### config.mk
export PLATFORM = sky130hd
export DESIGN_NAME = fetch_unit
export DESIGN_NICKNAME = d
export VERILOG_FILES = /design/src/rtl/fetch_unit_pkg.sv /design/src/rtl/fetch_buf.sv /design/src/rtl/fetch_unit.sv
export SDC_FILE = /design/constraint.sdc
export NUM_CORES = 1
export LEC_CHECK = 0
export CORE_MARGIN = 10
export CORE_UTILIZATION = 30
export DETAILED_ROUTE_END_ITERATION = 10
export PLACE_DENSITY = 0.5
export SLEW_MARGIN = 10
export SYNTH_ARGS = -nofsm -noshare
export SYNTH_HDL_FRONTEND = slang
export SYNTH_SLANG_ARGS = --single-unit
### constraint.sdc
create_clock -name clk -period 7 [get_ports clk]
set_input_delay 1.4 -clock clk [delete_from_list [all_inputs] [get_ports clk]]
set_output_delay 1.4 -clock clk [all_outputs]
set_load 0.01 [all_outputs]
### src/rtl/fetch_unit_pkg.sv
// -----------------------------------------------------------------------------
// fetch_unit_pkg
// Shared definitions for the instruction fetch front end: the opcode field
// encodings understood by the control decoder and a helper that classifies
// an opcode as legal or illegal.
// -----------------------------------------------------------------------------
package fetch_unit_pkg;

    // Opcode field inst[15:12]
    localparam logic [3:0] OP_ADD = 4'h0;
    localparam logic [3:0] OP_SUB = 4'h1;
    localparam logic [3:0] OP_AND = 4'h2;
    localparam logic [3:0] OP_OR  = 4'h3;
    localparam logic [3:0] OP_XOR = 4'h4;
    localparam logic [3:0] OP_SHL = 4'h5;
    localparam logic [3:0] OP_SHR = 4'h6;
    localparam logic [3:0] OP_MUL = 4'h7;
    localparam logic [3:0] OP_LW  = 4'h8;
    localparam logic [3:0] OP_SW  = 4'h9;
    localparam logic [3:0] OP_BEQ = 4'hA;

    // Anything outside the decoded set is flagged; the word still flows on.
    function automatic logic op_is_illegal(input logic [3:0] op);
        logic illegal;
        case (op)
            OP_ADD, OP_SUB, OP_AND, OP_OR, OP_XOR, OP_SHL, OP_SHR, OP_MUL,
            OP_LW, OP_SW, OP_BEQ: illegal = 1'b0;
            default:              illegal = 1'b1;
        endcase
        return illegal;
    endfunction

endpackage

### src/rtl/fetch_buf.sv
// -----------------------------------------------------------------------------
// fetch_buf
// DEPTH-entry registered FIFO of {instruction word, word address}.
// Ports:
//   clk, rst             clock, asynchronous active-high reset
//   push, push_inst,     write an entry (accepted when not full, or when a
//   push_pc              pop happens in the same cycle)
//   pop                  drop the head entry (ignored when empty)
//   flush                empty the FIFO; overrides push and pop
//   head_inst, head_pc   current head entry (undefined while empty)
//   count, full, empty   occupancy status
// -----------------------------------------------------------------------------
module fetch_buf #(
    parameter int AW    = 8,
    parameter int DEPTH = 2,
    localparam int PW   = $clog2(DEPTH),
    localparam int CW   = PW + 1
) (
    input  logic          clk,
    input  logic          rst,
    input  logic          push,
    input  logic [15:0]   push_inst,
    input  logic [AW-1:0] push_pc,
    input  logic          pop,
    input  logic          flush,
    output logic [15:0]   head_inst,
    output logic [AW-1:0] head_pc,
    output logic [CW-1:0] count,
    output logic          full,
    output logic          empty
);

    localparam logic [CW-1:0] DEPTH_C = CW'(DEPTH);

    logic [15:0]   inst_mem [DEPTH];
    logic [AW-1:0] pc_mem   [DEPTH];
    logic [PW-1:0] rd_ptr;
    logic [PW-1:0] wr_ptr;
    logic          push_ok;
    logic          pop_ok;

    assign empty   = (count == '0);
    assign full    = (count == DEPTH_C);
    assign pop_ok  = pop && !empty;
    // A full FIFO can still take a push when the head leaves this cycle.
    assign push_ok = push && (!full || pop_ok);

    // Storage carries no reset; its contents are only observed while non-empty.
    always_ff @(posedge clk) begin
        if (push_ok && !flush) begin
            inst_mem[wr_ptr] <= push_inst;
            pc_mem[wr_ptr]   <= push_pc;
        end
    end

    always_ff @(posedge clk or posedge rst) begin
        if (rst) begin
            rd_ptr <= '0;
            wr_ptr <= '0;
            count  <= '0;
        end else if (flush) begin
            rd_ptr <= '0;
            wr_ptr <= '0;
            count  <= '0;
        end else begin
            if (push_ok) wr_ptr <= wr_ptr + PW'(1);
            if (pop_ok)  rd_ptr <= rd_ptr + PW'(1);
            case ({push_ok, pop_ok})
                2'b10:   count <= count + CW'(1);
                2'b01:   count <= count - CW'(1);
                default: count <= count;
            endcase
        end
    end

    assign head_inst = inst_mem[rd_ptr];
    assign head_pc   = pc_mem[rd_ptr];

endmodule

### src/rtl/fetch_unit.sv
// -----------------------------------------------------------------------------
// fetch_unit
// Instruction fetch front end. Issues one instruction-memory read at a time,
// buffers returned words in fetch_buf and hands them to decode over a
// valid/ready handshake. A redirect flushes the buffer, restarts fetch at
// redirect_pc and discards any response still in flight.
// Ports:
//   clk, rst                 clock, asynchronous active-high reset
//   imem_req, imem_addr      single-cycle read request and word address
//   imem_rvalid, imem_rdata  read response (one per request)
//   inst_valid, inst_ready   decode handshake
//   inst, inst_pc            head instruction word and its address
//   op, inst_illegal         opcode field and illegal-opcode flag
//   redirect, redirect_pc    branch redirect pulse and restart address
// -----------------------------------------------------------------------------
module fetch_unit
    import fetch_unit_pkg::*;
#(
    parameter int            AW       = 8,
    parameter int            DEPTH    = 2,
    parameter logic [AW-1:0] RESET_PC = '0
) (
    input  logic          clk,
    input  logic          rst,
    output logic          imem_req,
    output logic [AW-1:0] imem_addr,
    input  logic          imem_rvalid,
    input  logic [15:0]   imem_rdata,
    output logic          inst_valid,
    input  logic          inst_ready,
    output logic [15:0]   inst,
    output logic [AW-1:0] inst_pc,
    output logic [3:0]    op,
    output logic          inst_illegal,
    input  logic          redirect,
    input  logic [AW-1:0] redirect_pc
);

    localparam int            CW      = $clog2(DEPTH) + 1;
    localparam logic [CW-1:0] DEPTH_C = CW'(DEPTH);

    localparam logic [1:0] S_IDLE = 2'd0;
    localparam logic [1:0] S_REQ  = 2'd1;
    localparam logic [1:0] S_WAIT = 2'd2;
    localparam logic [1:0] S_DROP = 2'd3;

    logic [1:0]    state;
    logic [1:0]    state_nxt;
    logic [AW-1:0] fetch_pc;
    logic          push;
    logic          pop;
    logic [CW-1:0] count;
    logic [CW-1:0] count_after;
    logic          buf_full;
    logic          buf_empty;
    logic [15:0]   head_inst;
    logic [AW-1:0] head_pc;

    // Redirect wins over everything: no push of a response and no pop by decode.
    assign push        = (state == S_WAIT) && imem_rvalid && !redirect;
    assign pop         = inst_valid && inst_ready && !redirect;
    assign count_after = count + CW'(push) - CW'(pop);

    fetch_buf #(
        .AW    (AW),
        .DEPTH (DEPTH)
    ) u_buf (
        .clk       (clk),
        .rst       (rst),
        .push      (push),
        .push_inst (imem_rdata),
        .push_pc   (fetch_pc),
        .pop       (pop),
        .flush     (redirect),
        .head_inst (head_inst),
        .head_pc   (head_pc),
        .count     (count),
        .full      (buf_full),
        .empty     (buf_empty)
    );

    always_comb begin
        state_nxt = state;
        case (state)
            S_IDLE: begin
                if (!redirect && (count < DEPTH_C)) state_nxt = S_REQ;
            end
            S_REQ: begin
                // The request goes out this cycle regardless; its response
                // must be swallowed if a redirect arrives alongside.
                state_nxt = redirect ? S_DROP : S_WAIT;
            end
            S_WAIT: begin
                if (redirect) begin
                    state_nxt = imem_rvalid ? S_IDLE : S_DROP;
                end else if (imem_rvalid) begin
                    state_nxt = (count_after < DEPTH_C) ? S_REQ : S_IDLE;
                end
            end
            S_DROP: begin
                if (imem_rvalid) state_nxt = S_IDLE;
            end
            default: state_nxt = S_IDLE;
        endcase
    end

    always_ff @(posedge clk or posedge rst) begin
        if (rst) begin
            state    <= S_IDLE;
            fetch_pc <= RESET_PC;
        end else begin
            state <= state_nxt;
            if (redirect) begin
                fetch_pc <= redirect_pc;
            end else if (push) begin
                fetch_pc <= fetch_pc + AW'(1);
            end
        end
    end

    assign imem_req  = (state == S_REQ);
    assign imem_addr = imem_req ? fetch_pc : '0;

    // Head fields are forced to zero while the buffer is empty so the
    // decode-facing outputs are clean out of reset without resetting storage.
    assign inst_valid   = !buf_empty;
    assign inst         = inst_valid ? head_inst : 16'h0000;
    assign inst_pc      = inst_valid ? head_pc : '0;
    assign op           = inst[15:12];
    assign inst_illegal = op_is_illegal(op);

    logic unused_full;
    assign unused_full = buf_full;

endmodule
==> results of run 1 <==
-- routing by layer --
metal	GRT usage	wire length [µm]	share of wire	up-vias
li1	-	-	-	913
met1	0.1223	2879	0.46	837
met2	0.1456	2901	0.46	41
met3	0.03133	393	0.063	7
met4	0.04254	89	0.014	0
met5	0	0	0	-
-- synthesized netlist by cell type (all sizes together) (2+ instances only) --
cell,number
clkbuf,7
mux2i,25
a31oi,4
nor4bb,2
buf,10
nor3b,2
ha,2
inv,5
a211oi,2
edfxtp,48
o21a,2
xor2,4
and2,9
o211ai,3
a21oi,2
nor2,29
dfrtp,14
o21ai,6
or4,6
nand2,9
nand3,7
-- how the worst max path moves through the flow --
stage	slack, ps	cells after the start	startpoint	end
finish	3030	4	u_buf.count[1]	inst_illegal
global route	2740	4	u_buf.count[1]	inst_illegal
CTS	2910	4	u_buf.count[1]	inst_illegal
detailed placement	3280	4	u_buf.count[1]	inst_illegal
global placement	3310	4	u_buf.count[1]	inst_illegal
floorplan	2160	3	redirect	u_buf.inst_mem[1][0]
-- flip-flops by register name, summed over array words and instances, names as in the netlist --
signal,flops
fetch_pc,8
state,2
u_buf.count,2
u_buf.inst_mem,32
u_buf.pc_mem,16
u_buf.rd_ptr,1
u_buf.wr_ptr,1
-- cell families after synthesis --
logic type,Yosys count,share of synthesized area
and+or+nand+nor,76,0.1481
DFF,62,0.6427
muxes,25,0.08977
AOI/OAI and AO/OA,23,0.05520
buffers and inverters,22,0.03950
xor gates and xnor gates,5,0.01571
adders and majority gates,2,0.008975
-- metrics by stage --
step	hold WS [ps]	total power, µW
2_1_floorplan	477.6	635.4
3_3_place_gp	520.5	765.5
3_5_place_dp	549.1	768.7
4_1_cts	554.4	1079
5_1_grt	601.5	1130
6_report	545.2	1059
-- power by group --
group	total, µW	leakage [µW]	internal, µW	switching [µW]
Clock	305	0.0000964	173	132
Sequential	474	0.000606	436	37.4
Combinational	281	0.000575	147	134
Total	1060	0.00128	756	303
-- cells in the final DEF (no fill, tap or decap), types with 2 or more instances in the layout --
cell             count
a211oi_1             2
a21oi_1              2
a31oi_1              4
and2_1               9
buf_4                4
clkbuf_1             2
clkbuf_8            10
clkdlybuf4s50_1     67
clkinv_2             2
dfrtp_1             14
edfxtp_1            48
ha_1                 2
inv_1                5
mux2i_1             25
nand2_1              9
nand3_1              7
nor2_1              28
nor3b_1              2
nor4bb_1             2
o211ai_1             3
o21a_1               2
o21ai_0              6
or4_1                6
xor2_1               4
-- area by class of cell --
class,count,area [µm²],area share
well taps,111,138.9,0.03710
flip-flops and latches,62,1792,0.4786
clock buffers,12,145.1,0.03877
inverters,5,18.77,0.005013
repair buffers,71,700.7,0.1872
clock inverters,4,47.55,0.01270
multi-input cells,131,900.9,0.2406
-- critical path, stage by stage (launching register included) --
cell and delay (ps):
dfrtp_1 480, nor2_2 870, nor2_1 190, o21a_1 230
clkdlybuf4s50_1 470
==> impl_metrics.tcl, run 1 <==
set metrics [dict create \
    yosysWarningCount 0 \
    grt_max_degree 29 \
    synth-main-ff-cell "edfxtp_1" \
    slew_headroom 0.2789 \
    htree_levels 3 \
    crit_path_start_kind "register" \
    yosys-top-cells-area "edfxtp_1 52%, dfrtp_1 13%, mux2i_1 9.0%, nor2_1 3.9%, and2_1 2.0%" \
    setup_tns_ps 0 \
    r2r-start "u_buf.count[1]" \
    hold_path_startpoint "u_buf.rd_ptr" \
    fp.dieH_um 116.4 \
    diodes 0 \
    hold_depth 2 \
    placed_cell_area_um2 3551 \
    period_needed_ps 3975 \
    status "completed" \
    pwr_density_cell_nw_per_um2 283.0 \
    p_leak_uw 0.001277 \
    hold_end "u_buf.rd_ptr" \
    final.setup.worst_slack_ps 3025 \
    core_um2 9153 \
    boundaryPins 68 \
    rows 35 \
    drv_cap 0 \
    clock_latency_ps 330 \
    cts_buffers 9 \
    viasPerCell 4.540 \
    rsz0062_at_grt "no" \
    dp.cells 380 \
    cts_buffer_depth 2 \
    post-place-ws_ps 3282 \
    drv_slew 0 \
    drive_above_1_share 0.08421 \
    finalNetCount 311 \
    r2r_cells 6 \
    path_max_fanout 26 \
    gr-total-overflow 0 \
    synth_edf_count 48 \
    fp.dieArea_um2 13550 \
    r2r_setup_slack_ps 5010 \
    finalNonFillerCells 396 \
    wire_per_inst_um 15.82 \
    setup_viol 0 \
    track_usage 0.09608 \
    synthCells 215 \
    synth_top_area_cell "edfxtp_1" \
    cp.required_ps 5600 \
    drt-initial-drc-count 111 \
    ys_async_sr_fraction 0.2258 \
    cts_setup_buffers 0 \
    gp_congestion 0.7122 \
    grt_pass1_vias 1862 \
    postLayoutCellArea_um2 3744 \
    synth_fp_nets 246 \
    ant_nets 0 \
    ctsResizeCount 0 \
    drc 0 \
    avgSynthCellArea_um2 12.97 \
    worstSetupEndpointType "output pin" \
    fin_util 0.4090 \
    cp.arrival_ps 2570 \
    grt_pass1_wl_mm 9.942 \
    port_buffers 67 \
    clock.fmax_ghz 0.2516 \
    antenna_found_initial 0 \
    cts_hold_buf 0 \
    fillers 877 \
    worst_clock_skew_ps 8.207 \
    start_util 0.3046 \
    cts_sinks 62 \
    critPathKind "register to output pin" \
    via_count 1798 \
    synthDistinctLibCells 39 \
    dp_hpwl_mm 4.248 \
    path_clk_slew_ps 70 \
    finalCritPeriodShare 0.5678 \
    hp-class "register to register" \
    syn_area_um2 2788 \
    yosysTopAreaCellShare 0.5171 \
    cts_tree "built" \
    syn2layout_area_growth_pct 34.29 \
    worstMarginPinSlew_ps 1081 \
    drt-total-wl_mm 6.263 \
    seq_area_frac_synth 0.6427 \
    irDropWorstVdd_mv 0.1304 \
    rr_endpoint "state[0]" \
    synth-seq-cells 62 \
    dr.pass1.iters 4 \
    hold_violations 0 \
    cts-root-buf "clkbuf_8" \
    die_w_um 116.4 \
]
Power figures use the tool's default switching activity.
==> run 2, diff against run 1 <==
PLACE_DENSITY = 0.52   (was 0.5)
clock period = 3.4 ns   (was 7 ns; I/O delays follow)
==> run 2 against run 1 <==
Sequential cell count did not move. Sequential share of layout area fell by 0.68 points. Register-to-register slack got worse by 3600 ps. Critical path depth did not move. Critical endpoint is now inst_pc[6]. Largest power group unchanged. Largest cell class unchanged. Global-route usage rose by 0.067 points. Cell area rose by 1.4%. Non-clock buffer count rose by 2. Clock power rose by 130%. Utilization rose by 0.59 points. Via count rose by 2.9%.
==> impl_metrics.tcl, run 2 (synthesized netlist as in run 1, its figures left out) <==
set metrics [dict create \
    status "completed" \
    drv_cap 0 \
    fillers 861 \
    cp.arrival_ps 2150 \
    dr.pass1.iters 4 \
    drv_slew 0 \
    grt_pass1_vias 1950 \
    syn2layout_area_growth_pct 36.22 \
    path_max_fanout 19 \
    finalCritPeriodShare 0.8335 \
    path_clk_slew_ps 70 \
    drc 0 \
    p_comb_frac 0.258 \
    setup_tns_ps 0 \
    core_um2 9153 \
    cts_buffer_depth 2 \
    critPathKind "register to output pin" \
    setup_viol 0 \
    drive_above_1_share 0.09408 \
    finalNonFillerCells 398 \
    finalNetCount 313 \
    viasPerCell 4.651 \
    worstMarginPinSlew_ps 585.7 \
    cts_sinks 62 \
    cts_buffers 9 \
    r2r_setup_slack_ps 1370 \
    wire_per_inst_um 15.77 \
    dp_hpwl_mm 4.368 \
    period_needed_ps 2834 \
    cts_setup_buffers 0 \
    top_regs "u_buf.inst_mem: 32 flops, u_buf.pc_mem: 16 flops, fetch_pc: 8 flops" \
    boundaryPins 68 \
    p_leak_uw 0.001298 \
    port_buffers 67 \
    irDropWorstVdd_mv 0.2945 \
    final_common_cell "clkdlybuf4s50_1" \
    dp.cells 382 \
    ant_nets 0 \
    diodes 0 \
    clock.fmax_ghz 0.3529 \
    worstSetupEndpointType "output pin" \
    p_sw_frac 0.2818 \
    htree_levels 3 \
    gp_congestion 0.7415 \
    ctsResizeCount 0 \
    fp.dieArea_um2 13550 \
    drt-total-wl_mm 6.277 \
    pwr_density_cell_nw_per_um2 592.8 \
    cts-root-buf "clkbuf_8" \
    p_switching_uw 634.3 \
    rows 35 \
    cts_tree "built" \
    layout_common_cells "67 x clkdlybuf4s50_1, 48 x edfxtp_1, 28 x nor2_1, 25 x mux2i_1, 14 x dfrtp_1" \
    grt_max_degree 28 \
    slew_headroom 0.6091 \
    antenna_found_initial 0 \
    start_util 0.3046 \
    via_count 1851 \
    cts_hold_buf 0 \
    rsz0062_at_grt "no" \
    largest_reg_flops 32 \
    hp-class "register to register" \
    hold_violations 0 \
    die_w_um 116.4 \
    track_usage 0.09676 \
    crit_path_start_kind "register" \
    cp.required_ps 2720 \
    gr-total-overflow 0 \
    drt-initial-drc-count 109 \
    grt_pass1_wl_mm 10.02 \
    pwr-share-clk 0.306 \
    clock_latency_ps 330 \
    regMostFlops "u_buf.inst_mem" \
    p_int_uw 1617 \
    seqPwrFrac 0.436 \
    fp.dieH_um 116.4 \
    worst_clock_skew_ps 7.647 \
]
## run 2: metrics by stage
stage               setup WS (ps)  area [µm²]  total power (µW)    util  hold WS [ps]
floorplan                   472.9        2800              1310       -         477.6
global placement            775.9        3583              1586  0.3915         542.9
detailed placement          686.7        3583              1591  0.3915         552.6
CTS                         508.1        3797              2286  0.4149         568.5
global route                430.1        3797              2386  0.4149         614.0
finish                      566.1        3797              2251  0.4149         571.4
## run 2: cell type report
cell class / count / area (µm²) / share of cell area
flip-flops and latches: 62 / 1792 / 0.4718
multi-input cells: 131 / 918.4 / 0.2418
repair buffers: 73 / 715.7 / 0.1885
well taps: 111 / 138.9 / 0.03657
clock buffers: 10 / 127.6 / 0.03361
clock inverters: 6 / 86.33 / 0.02273
inverters: 5 / 18.77 / 0.004942
## run 2: power by group through the flow
stage / clock network, µW / logic, µW / registers (µW)
CTS: 708 / 595 / 983
global route: 751 / 639 / 995
floorplan: 0 / 356 / 954
global placement: 0 / 590 / 996
detailed placement: 0 / 593 / 997
finish: 688 / 582 / 981
## run 2: per-layer routing
layer	global-route usage	vias to the layer above	routed length (µm)
met3	0.04777	7	527
met5	0	-	0
met1	0.1079	868	2687
met4	0.02836	0	65
met2	0.1595	61	2997
li1	-	915	-
## run 2: worst max-delay path, stage by stage, from the launching register on
cell,delay [ps]
dfrtp_1,570
buf_4,400
mux2i_1,290
nor2_1,70
clkdlybuf4s50_1,490
## run 2: path summary, 6_finish.rpt
path / from / to / cells past startpoint
worst max-delay path: u_buf.rd_ptr / inst_pc[6] / 4
worst min-delay path: fetch_pc[5] / u_buf.pc_mem[1][5] / 0
worst max register to register: u_buf.count[1] / state[0] / 6
worst min register to register: fetch_pc[5] / u_buf.pc_mem[1][5] / 0
max in group asynchronous: rst / fetch_pc[7] / 2
min in group asynchronous: rst / state[0] / 2
==> run 3, diff against run 2 <==
PLACE_DENSITY = 0.5   (was 0.52)
clock period = 2.7 ns   (was 3.4 ns; I/O delays follow)
==> run 3 against run 2 <==
Critical path depth is 1 lower. Final cell count is 1.0% higher. Count of clock-buffer cells in the layout is 3 higher. Combinational power is 29% higher. Critical path type unchanged. Largest cell class unchanged. Largest power group unchanged.
==> impl_metrics.tcl, run 3 (synthesized netlist as in run 1, its figures left out) <==
set metrics [dict create \
    rr_endpoint "state[0]" \
    finalNonFillerCells 402 \
    r2r-start "u_buf.count[1]" \
    drt-total-wl_mm 6.348 \
    grt_pass1_vias 1984 \
    antenna_found_initial 0 \
    cts_sinks 62 \
    final_common_cell "clkdlybuf4s50_1" \
    largest_reg_flops 32 \
    syn2layout_area_growth_pct 36.58 \
    clock_latency_ps 320 \
    hold_end "u_buf.pc_mem[0][7]" \
    worst_clock_skew_ps 9.143 \
    irDropWorstVdd_mv 0.3380 \
    hold_depth 0 \
    finalNetCount 317 \
    power.total_uw 2670 \
    boundaryPins 68 \
    top_regs "u_buf.inst_mem: 32 flops, u_buf.pc_mem: 16 flops, fetch_pc: 8 flops" \
    p_leak_uw 0.001303 \
    fp.dieH_um 116.4 \
    drc 0 \
    viasPerCell 4.741 \
    cp_slowest_cell "clkdlybuf4s50_1" \
    rows 35 \
    critPathKind "register to output pin" \
    cts_buffers 9 \
    die_w_um 116.4 \
    setup_viol 0 \
    diodes 0 \
    port_buffers 67 \
    wire_per_inst_um 15.79 \
    dp.cells 386 \
    drv_cap 0 \
    worstSetupEndpointType "output pin" \
    clock.fmax_ghz 0.3957 \
    dr.pass1.iters 4 \
    hold_path_startpoint "fetch_pc[7]" \
    hp-class "register to register" \
    core_um2 9153 \
    crit_chain "and2b_1 > and2_1 > clkdlybuf4s50_1" \
    layout_common_cells "67 x clkdlybuf4s50_1, 48 x edfxtp_1, 28 x nor2_1, 25 x mux2i_1, 13 x dfrtp_1" \
    drv_slew 0 \
    pwr_density_cell_nw_per_um2 701.2 \
    slowest_delay_ps 580 \
    fp.dieArea_um2 13550 \
    fin_hold_ws_ps 547.1 \
    placed_cell_area_um2 3638 \
    period_needed_ps 2527 \
    grt_max_degree 28 \
    crit_path_start_kind "register" \
    gr-total-overflow 0 \
    slew_headroom 0.5882 \
    rsz0062_at_grt "no" \
    worstMarginPinSlew_ps 617.0 \
    setup_tns_ps 0 \
    ant_nets 0 \
    dp_hpwl_mm 4.413 \
    grt_pass1_wl_mm 10.23 \
    htree_levels 3 \
    regMostFlops "u_buf.inst_mem" \
    path_max_fanout 11 \
    r2r_setup_slack_ps 650 \
    cts_setup_buffers 0 \
    finalCritPeriodShare 0.9359 \
    start_util 0.3046 \
    status "completed" \
    cts_buffer_depth 2 \
    cts-root-buf "clkbuf_8" \
    r2r_cells 7 \
    via_count 1906 \
    cp.required_ps 2160 \
    track_usage 0.09705 \
    drt-initial-drc-count 100 \
    hold_violations 0 \
    postLayoutCellArea_um2 3807 \
    drive_above_1_share 0.09966 \
    path_clk_slew_ps 60 \
    cts_tree "built" \
    gp_congestion 0.7337 \
    cp.arrival_ps 1990 \
]
[run 3: cell count changes in the layout (fill, tap and decap cells not counted)]
cell,change
buf_12,+2
buf_4,+2
bufinv_16,-2
clkbuf_1,+2
clkbuf_8,+1
clkinv_1,+1
clkinv_4,-1
clkinvlp_4,-1
dfrtp_1,-1
dfrtp_2,+1
nor2_2,-1
nor2_4,+1
[run 3: worst max path at each step]
| stage | start | end | slack [ps] |
|---|---|---|---|
| final | state[1] | imem_addr[7] | 170 |
| after global routing | state[1] | imem_addr[7] | 40 |
| after CTS | u_buf.rd_ptr | inst_pc[5] | 80 |
| after detailed placement | inst_ready | state[0] | 340 |
| after global placement | inst_ready | state[0] | 380 |
| after floorplan | redirect | u_buf.inst_mem[0][0] | -90 |
[run 3: power by group]
part | total (µW) | internal, µW | leakage [µW] | switching [µW]
clock network | 682 | 353 | 0.0000848 | 329
logic | 750 | 401 | 0.000614 | 349
registers | 1240 | 1130 | 0.000605 | 107
total | 2670 | 1890 | 0.00130 | 785
[run 3: layout make-up]
type | count | area (µm²)
Clock buffer | 13 | 148.9
Clock inverter | 3 | 13.76
Fill cell | 878 | 5345
Inverter | 5 | 18.77
Multi-Input combinational cell | 131 | 923.4
Sequential cell | 62 | 1793
Tap cell | 111 | 138.9
Timing Repair Buffer | 77 | 770.7
[run 3: per-stage QoR]
step	util	setup WS, ps
after global routing	0.4160	37.16
after floorplan	-	-87.10
after detailed placement	0.3975	336.0
after global placement	0.3975	382.0
final	0.4160	173.0
after CTS	0.4153	75.73
[run 3: repair_timing]
item                                    4_1_cts  5_1_grt
endpoints found under the setup margin        0       19
hold buffers                                  0        0
gates resized for setup                       0        2
[run 3: per-layer routing]
| layer | vias up | GRT usage | share of wire |
|---|---|---|---|
| met4 | 0 | 0.04254 | 0.0079 |
| li1 | 928 | - | - |
| met2 | 52 | 0.1523 | 0.46 |
| met1 | 921 | 0.1216 | 0.47 |
| met5 | - | 0 | 0 |
| met3 | 5 | 0.02773 | 0.064 |
[run 3: worst max-delay path, delay by kind of cell, from the launching register on]
kind	cells	cell delay, ps
simple gates	2	580
buf+inv	1	580
flops	1	490
